===== config.mk =====
export PLATFORM = sky130hd
export DESIGN_NAME = mcp4822_spi_tx
export DESIGN_NICKNAME = d
export VERILOG_FILES = /design/src/rtl/mcp4822_pkg.sv /design/src/rtl/mcp4822_spi_tx_sck_div.sv /design/src/rtl/mcp4822_spi_tx.sv
export SDC_FILE = /design/constraint.sdc
export NUM_CORES = 1
export LEC_CHECK = 0
export ABC_AREA = 1
export CAP_MARGIN = 20
export CORE_MARGIN = 2
export CORE_UTILIZATION = 35
export CTS_BUF_LIST = sky130_fd_sc_hd__clkbuf_4 sky130_fd_sc_hd__clkbuf_8 sky130_fd_sc_hd__clkbuf_16
export CTS_CLUSTER_DIAMETER = 30
export DETAILED_ROUTE_END_ITERATION = 16
export DONT_BUFFER_PORTS = 1
export REMOVE_ABC_BUFFERS = 1
export SLEW_MARGIN = 30
export SYNTH_ARGS = -nofsm -noshare
export SYNTH_HDL_FRONTEND = slang
export SYNTH_SLANG_ARGS = --single-unit

===== constraint.sdc =====
create_clock -name clk -period 1.7 [get_ports clk]
set_input_delay 0.085 -clock clk [delete_from_list [all_inputs] [get_ports clk]]
set_output_delay 0.085 -clock clk [all_outputs]
set_load 0.01 [all_outputs]

===== src/rtl/mcp4822_pkg.sv =====
// Shared definitions for the MCP4822 DAC transmit path.
// State encoding, frame layout and frame builder.
package mcp4822_pkg;

  typedef enum logic [2:0] {
    ST_IDLE,
    ST_CS_SETUP,
    ST_SHIFT,
    ST_CS_HOLD,
    ST_LDAC_GAP,
    ST_LDAC_LOW
  } state_t;

  localparam int FRAME_LEN = 16;
  localparam int BIT_AB    = 15;
  localparam int BIT_GA    = 13;
  localparam int BIT_SHDN  = 12;
  localparam int DATA_MSB  = 11;

  function automatic logic [FRAME_LEN-1:0] make_frame(
    input logic        ab,
    input logic        ga,
    input logic        shdn,
    input logic [11:0] data
  );
    logic [FRAME_LEN-1:0] f;
    f               = '0;
    f[BIT_AB]       = ab;
    f[BIT_GA]       = ga;
    f[BIT_SHDN]     = shdn;
    f[DATA_MSB:0]   = data;
    return f;
  endfunction

endpackage


===== src/rtl/mcp4822_spi_tx_sck_div.sv =====
// SCK half-period divider for the MCP4822 transmitter.
// Emits one-cycle strikes at the end of each low/high phase.
module spi_sck_div #(
  parameter int CLK_DIV = 4
) (
  input  logic clk,
  input  logic rst,
  input  logic en,
  output logic sck_rise,
  output logic sck_fall
);

  localparam int HW = (CLK_DIV > 1) ? $clog2(CLK_DIV + 1) : 1;
  localparam logic [HW-1:0] HALF_END = HW'(CLK_DIV - 1);

  logic [HW-1:0] hcnt;
  logic          phase;
  logic          half_end;

  assign half_end = en && (hcnt == HALF_END);
  assign sck_rise = half_end && !phase;
  assign sck_fall = half_end && phase;

  // Count out each half-period; phase restarts low whenever disabled.
  always_ff @(posedge clk or posedge rst) begin
    if (rst) begin
      hcnt  <= '0;
      phase <= 1'b0;
    end else if (!en) begin
      hcnt  <= '0;
      phase <= 1'b0;
    end else if (half_end) begin
      hcnt  <= '0;
      phase <= !phase;
    end else begin
      hcnt  <= hcnt + 1'b1;
    end
  end

endmodule


===== src/rtl/mcp4822_spi_tx.sv =====
// MCP4822 write-frame serialiser with LDAC strobe.
// One-deep pending buffer absorbs samples arriving mid-frame.
module mcp4822_spi_tx
  import mcp4822_pkg::*;
#(
  parameter int   CLK_DIV  = 4,
  parameter int   LDAC_CYC = 16,
  parameter logic CHANNEL  = 1'b0,
  parameter logic GAIN_1X  = 1'b1,
  parameter logic SHDN_N   = 1'b1
) (
  input  logic        clk,
  input  logic        rst,
  input  logic [11:0] i_DATA,
  input  logic        i_DV,
  output logic        SCK,
  output logic        MOSI,
  output logic        CS,
  output logic        LDAC,
  output logic        o_BUSY,
  output logic        o_DROP
);

  localparam int CMAX = (CLK_DIV > LDAC_CYC) ? CLK_DIV : LDAC_CYC;
  localparam int CW   = $clog2(CMAX + 1);
  localparam logic [CW-1:0] DIV_END  = CW'(CLK_DIV - 1);
  localparam logic [CW-1:0] LDAC_END = CW'(LDAC_CYC - 1);
  localparam logic [3:0]    LAST_BIT = 4'(FRAME_LEN - 1);

  state_t         state, state_nx;
  logic [CW-1:0]  cnt, cnt_nx;
  logic [3:0]     bit_cnt, bit_cnt_nx;
  logic [15:0]    sreg, sreg_nx;
  logic           sck_r, sck_nx;
  logic           mosi_r, mosi_nx;
  logic           cs_r, cs_nx;
  logic           ldac_r, ldac_nx;
  logic           busy_r, busy_nx;
  logic           drop_r, drop_nx;
  logic           pend, pend_nx;
  logic [11:0]    pend_data, pend_data_nx;
  logic           dv_q;
  logic           rise;
  logic           sck_rise, sck_fall;
  logic [15:0]    launch_frame;

  assign rise = i_DV && !dv_q;
  assign launch_frame = make_frame(CHANNEL, GAIN_1X, SHDN_N,
                                   pend ? pend_data : i_DATA);

  spi_sck_div #(
    .CLK_DIV (CLK_DIV)
  ) u_sck_div (
    .clk      (clk),
    .rst      (rst),
    .en       (state == ST_SHIFT),
    .sck_rise (sck_rise),
    .sck_fall (sck_fall)
  );

  // Edge detector; starts high so a level present at reset is ignored.
  always_ff @(posedge clk or posedge rst) begin
    if (rst) dv_q <= 1'b1;
    else     dv_q <= i_DV;
  end

  // Next-state, datapath and output decisions.
  always_comb begin
    state_nx     = state;
    cnt_nx       = cnt;
    bit_cnt_nx   = bit_cnt;
    sreg_nx      = sreg;
    sck_nx       = sck_r;
    mosi_nx      = mosi_r;
    cs_nx        = cs_r;
    ldac_nx      = ldac_r;
    busy_nx      = busy_r;
    drop_nx      = 1'b0;
    pend_nx      = pend;
    pend_data_nx = pend_data;

    case (state)
      ST_IDLE: begin
        if (pend || rise) begin
          sreg_nx    = launch_frame;
          mosi_nx    = launch_frame[FRAME_LEN-1];
          cs_nx      = 1'b0;
          busy_nx    = 1'b1;
          cnt_nx     = '0;
          bit_cnt_nx = '0;
          state_nx   = ST_CS_SETUP;
          if (pend) begin
            pend_nx = rise;
            if (rise) pend_data_nx = i_DATA;
          end
        end
      end
      ST_CS_SETUP: begin
        if (cnt == DIV_END) begin
          cnt_nx   = '0;
          state_nx = ST_SHIFT;
        end else begin
          cnt_nx = cnt + 1'b1;
        end
      end
      ST_SHIFT: begin
        if (sck_rise) sck_nx = 1'b1;
        if (sck_fall) begin
          sck_nx = 1'b0;
          if (bit_cnt == LAST_BIT) begin
            mosi_nx  = 1'b0;
            cnt_nx   = '0;
            state_nx = ST_CS_HOLD;
          end else begin
            sreg_nx    = {sreg[14:0], 1'b0};
            mosi_nx    = sreg[14];
            bit_cnt_nx = bit_cnt + 1'b1;
          end
        end
      end
      ST_CS_HOLD: begin
        if (cnt == DIV_END) begin
          cnt_nx   = '0;
          cs_nx    = 1'b1;
          state_nx = ST_LDAC_GAP;
        end else begin
          cnt_nx = cnt + 1'b1;
        end
      end
      ST_LDAC_GAP: begin
        if (cnt == LDAC_END) begin
          cnt_nx   = '0;
          ldac_nx  = 1'b0;
          state_nx = ST_LDAC_LOW;
        end else begin
          cnt_nx = cnt + 1'b1;
        end
      end
      ST_LDAC_LOW: begin
        if (cnt == LDAC_END) begin
          cnt_nx   = '0;
          ldac_nx  = 1'b1;
          busy_nx  = 1'b0;
          state_nx = ST_IDLE;
        end else begin
          cnt_nx = cnt + 1'b1;
        end
      end
      default: begin
        cnt_nx   = '0;
        sck_nx   = 1'b0;
        mosi_nx  = 1'b0;
        cs_nx    = 1'b1;
        ldac_nx  = 1'b1;
        busy_nx  = 1'b0;
        state_nx = ST_IDLE;
      end
    endcase

    if (state != ST_IDLE && rise) begin
      pend_nx      = 1'b1;
      pend_data_nx = i_DATA;
      drop_nx      = pend;
    end
  end

  // State and registered outputs; reset abandons any frame in flight.
  always_ff @(posedge clk or posedge rst) begin
    if (rst) begin
      state     <= ST_IDLE;
      cnt       <= '0;
      bit_cnt   <= '0;
      sreg      <= '0;
      sck_r     <= 1'b0;
      mosi_r    <= 1'b0;
      cs_r      <= 1'b1;
      ldac_r    <= 1'b1;
      busy_r    <= 1'b0;
      drop_r    <= 1'b0;
      pend      <= 1'b0;
      pend_data <= '0;
    end else begin
      state     <= state_nx;
      cnt       <= cnt_nx;
      bit_cnt   <= bit_cnt_nx;
      sreg      <= sreg_nx;
      sck_r     <= sck_nx;
      mosi_r    <= mosi_nx;
      cs_r      <= cs_nx;
      ldac_r    <= ldac_nx;
      busy_r    <= busy_nx;
      drop_r    <= drop_nx;
      pend      <= pend_nx;
      pend_data <= pend_data_nx;
    end
  end

  assign SCK    = sck_r;
  assign MOSI   = mosi_r;
  assign CS     = cs_r;
  assign LDAC   = ldac_r;
  assign o_BUSY = busy_r;
  assign o_DROP = drop_r;

endmodule


==> flow_metrics.env <==
export IMPL_crit_start="state[1]"
export IMPL_dr_pass1_iters=5
export IMPL_vdd_drop_max_mv=0.5595
export IMPL_grt_usage=0.1392
export IMPL_dieArea_mm2=0.008250
export IMPL_seqPwrFrac=0.385
export IMPL_cts_tree="built"
export IMPL_ioPinCount=21
export IMPL_grt_max_degree=41
export IMPL_antennaDiodeCount=0
export IMPL_grt_pass1_vias=2062
export IMPL_drt_initial_drc_count=87
export IMPL_ctsLongestPathBuffers=2
export IMPL_seq_area_frac_synth=0.4851
export IMPL_endpoint_kind="flip-flop"
export IMPL_start_util=0.3619
export IMPL_reg2regPathDepth=8
export IMPL_hold_start="i_DV"
export IMPL_crit_family="simple AND/OR/NAND/NOR gates"
export IMPL_synth_cell_types=35
export IMPL_reg2reg_to="sreg[7]"
export IMPL_io_buffers=0
export IMPL_power_share_switching=0.4496
export IMPL_vias=2082
export IMPL_worstSetupPathDepth=8
export IMPL_worst_setup_path_start_kind="flip-flop"
export IMPL_finalSetupTns_ps=0
export IMPL_leakagePower_nw=1.498
export IMPL_cap_violations=0
export IMPL_final_cell_mix="nand2_1, dfrtp_1, nand3_1, inv_1, nor2_1"
export IMPL_final_common_cell="nand2_1"
export IMPL_synth_main_ff_cell="dfrtp_1"
export IMPL_ctsResizeCount=0
export IMPL_status="complete, no violations"
export IMPL_slew_headroom=0.7137
export IMPL_synthCells=325
export IMPL_rsz0062_at_grt="no"
export IMPL_htree_levels=2
export IMPL_path_max_fanout=19
export IMPL_fin_crit_sh=0.8910
export IMPL_grt_antenna_before_repair=0
export IMPL_grt_pass1_wl_um=9473
export IMPL_die_w_um=90.83
export IMPL_drive_above_1_share=0.1217
export IMPL_powerDensity_mw_per_mm2=1724
export IMPL_required_ps=1890
export IMPL_grt_overflow_total=0
export IMPL_path_class="reg -> reg"
export IMPL_routabilityCongestion=0.7816
export IMPL_cp_data_arrival_time_ps=1710
export IMPL_skew_ps=16.21
export IMPL_fin_util=0.4115
export IMPL_reg2reg_from="state[1]"
export IMPL_crit_end="sreg[7]"
export IMPL_crit_buf_inv=2
export IMPL_routed_wl_um=5095
export IMPL_clock_sinks=51
export IMPL_async_reset_ff_frac=1.000
export IMPL_fp_dieH_um=90.83
export IMPL_num_rows=31
export IMPL_synth_seq_cells=51
export IMPL_worst_path_largest_cell_delay_ps=480
export IMPL_routedWlPerCell_um=11.48
export IMPL_clk_latency_ps=310
export IMPL_worstMarginPinSlew_ps=424.9
export IMPL_p_int_mw=2.848
export IMPL_finalSetupViolations=0
export IMPL_antenna_left=0
export IMPL_hp_class="in -> reg"
export IMPL_crit_chain="inv_2 > nand2_2 > nor2_4 > inv_2 > nand2_4 > nand2_8 > nand2_1 > nand2_1"
export IMPL_avgSynthCellArea_um2=8.119
export IMPL_synth_edff_count=0
export IMPL_max_freq_mhz=660.2
export IMPL_syn_area_mm2=0.002639
export IMPL_maxSlewViolCount=0
export IMPL_dp_hpwl_um=3531
export IMPL_area_growth_pct=13.70
export IMPL_fin_crit_ps=1515
export IMPL_core_area_mm2=0.007292
export IMPL_pwr_share_comb=0.477
export IMPL_rrSetupSlack_ps=190
export IMPL_clock_power_share=0.138
export IMPL_cts_buffers=5
export IMPL_p_sw_mw=2.326
export IMPL_synth_warnings=0
export IMPL_slowest_stage="dfrtp_1"
export IMPL_nNetsFinal=363
export IMPL_hold_viol_final=0
export IMPL_cts_root_buf="clkbuf_8"
export IMPL_path_clk_slew_ps=100
export IMPL_drc_errors=0
export IMPL_vias_per_cell=4.689
[sequential cells by signal (all words and copies together), names as in the netlist]
name / count
SCK: 1
state: 3
LDAC: 1
bit_cnt: 4
CS: 1
sreg: 15
u_sck_div.phase: 1
dv_q: 1
u_sck_div.hcnt: 3
MOSI: 1
pend_data: 12
cnt: 5
pend: 1
o_BUSY: 1
o_DROP: 1
[cells by family (layout without fill, tap and decap cells)]
logic type / after synthesis / count (layout) / synth area share
XOR/XNOR: 1 / 1 / 0.003320
AND/OR/NAND/NOR: 186 / 186 / 0.3191
buffers and inverters: 44 / 64 / 0.07870
AO/OA/AOI/OAI: 39 / 39 / 0.09483
flip-flops: 51 / 51 / 0.4851
adder cells (fa/ha/maj): 4 / 4 / 0.01897
[worst min-delay path by stage]
stage                              end  slack (ps)  cells after the start
after CTS                         pend          90                      4
final                             pend         100                      4
after floorplan                   dv_q          90                      0
after global routing              pend         120                      4
after detailed placement  pend_data[4]         -70                      1
after global placement    pend_data[5]         -70                      1
[cell usage after synthesis (2+ instances only)]
cell,n,area [um^2]
a21oi_1,3,15.01
buf_2,3,15.01
buf_4,2,15.01
buf_6,2,22.52
clkbuf_1,2,7.510
dfrtp_1,48,1201
dfstp_2,3,78.83
ha_1,4,50.05
inv_1,29,108.9
inv_2,3,11.26
nand2_1,113,424.2
nand2_2,7,43.79
nand2_4,2,22.52
nand3_1,31,155.2
nand3_2,2,20.02
nand3b_1,3,22.52
nor2_1,17,63.81
nor2_4,2,22.52
nor3_1,3,15.01
o211ai_1,11,82.58
o21ai_0,15,75.07
o21ai_1,4,20.02
o21bai_1,2,15.01
or2_2,3,18.77
[metal layers]
metal | wire, um | track usage
met4 | 75 | 0.04545
met3 | 125 | 0.02504
met1 | 2444 | 0.1791
met5 | 0 | 0
met2 | 2449 | 0.2369
[stage by stage]
step / hold WS [ps] / worst slack [ps] / instances / total power [mW] / area, um^2
5_1_grt: 119.4 / 42.29 / 444 / 5.721 / 3000
4_1_cts: 94.62 / 181.6 / 444 / 5.246 / 3000
2_1_floorplan: 89.48 / 288.2 / 315 / 3.830 / 2564
6_report: 96.18 / 185.3 / 444 / 5.174 / 3000
3_3_place_gp: -74.44 / 213.7 / 422 / 4.462 / 2773
3_5_place_dp: -72.32 / 194.1 / 422 / 4.491 / 2773
[power groups by stage]
stage          Combinational (mW)  Clock (mW)  Sequential [mW]
6_report                     2.47       0.712             1.99
5_1_grt                      2.88       0.784             2.06
4_1_cts                      2.51       0.740             1.99
3_5_place_dp                 2.48           0             2.01
3_3_place_gp                 2.46           0             2.01
2_1_floorplan                1.87           0             1.96
[worst reg2reg max path: stages, from the launching register on]
cell and delay [ps]:
dfrtp_1 480, inv_2 130, nand2_2 80, nor2_4 150
inv_2 90, nand2_4 200, nand2_8 140, nand2_1 80
nand2_1 50
[area by class of cell]
| class | count | area (um^2) |
|---|---|---|
| fill | 752 | 4292 |
| sequential | 51 | 1280 |
| multi-input combinational | 230 | 1151 |
| timing repair buffer | 22 | 225.2 |
| inverter | 34 | 132.6 |
| tap | 99 | 123.9 |
| clock buffer | 5 | 68.82 |
| clock inverter | 3 | 18.77 |
[timing repair]
item / in CTS / in global routing
endpoints found under the hold margin: 63 / 0
hold buffers: 14 / 0
buffers inserted: 0 / 0
Note: power is estimated with default switching activity, not from simulation.
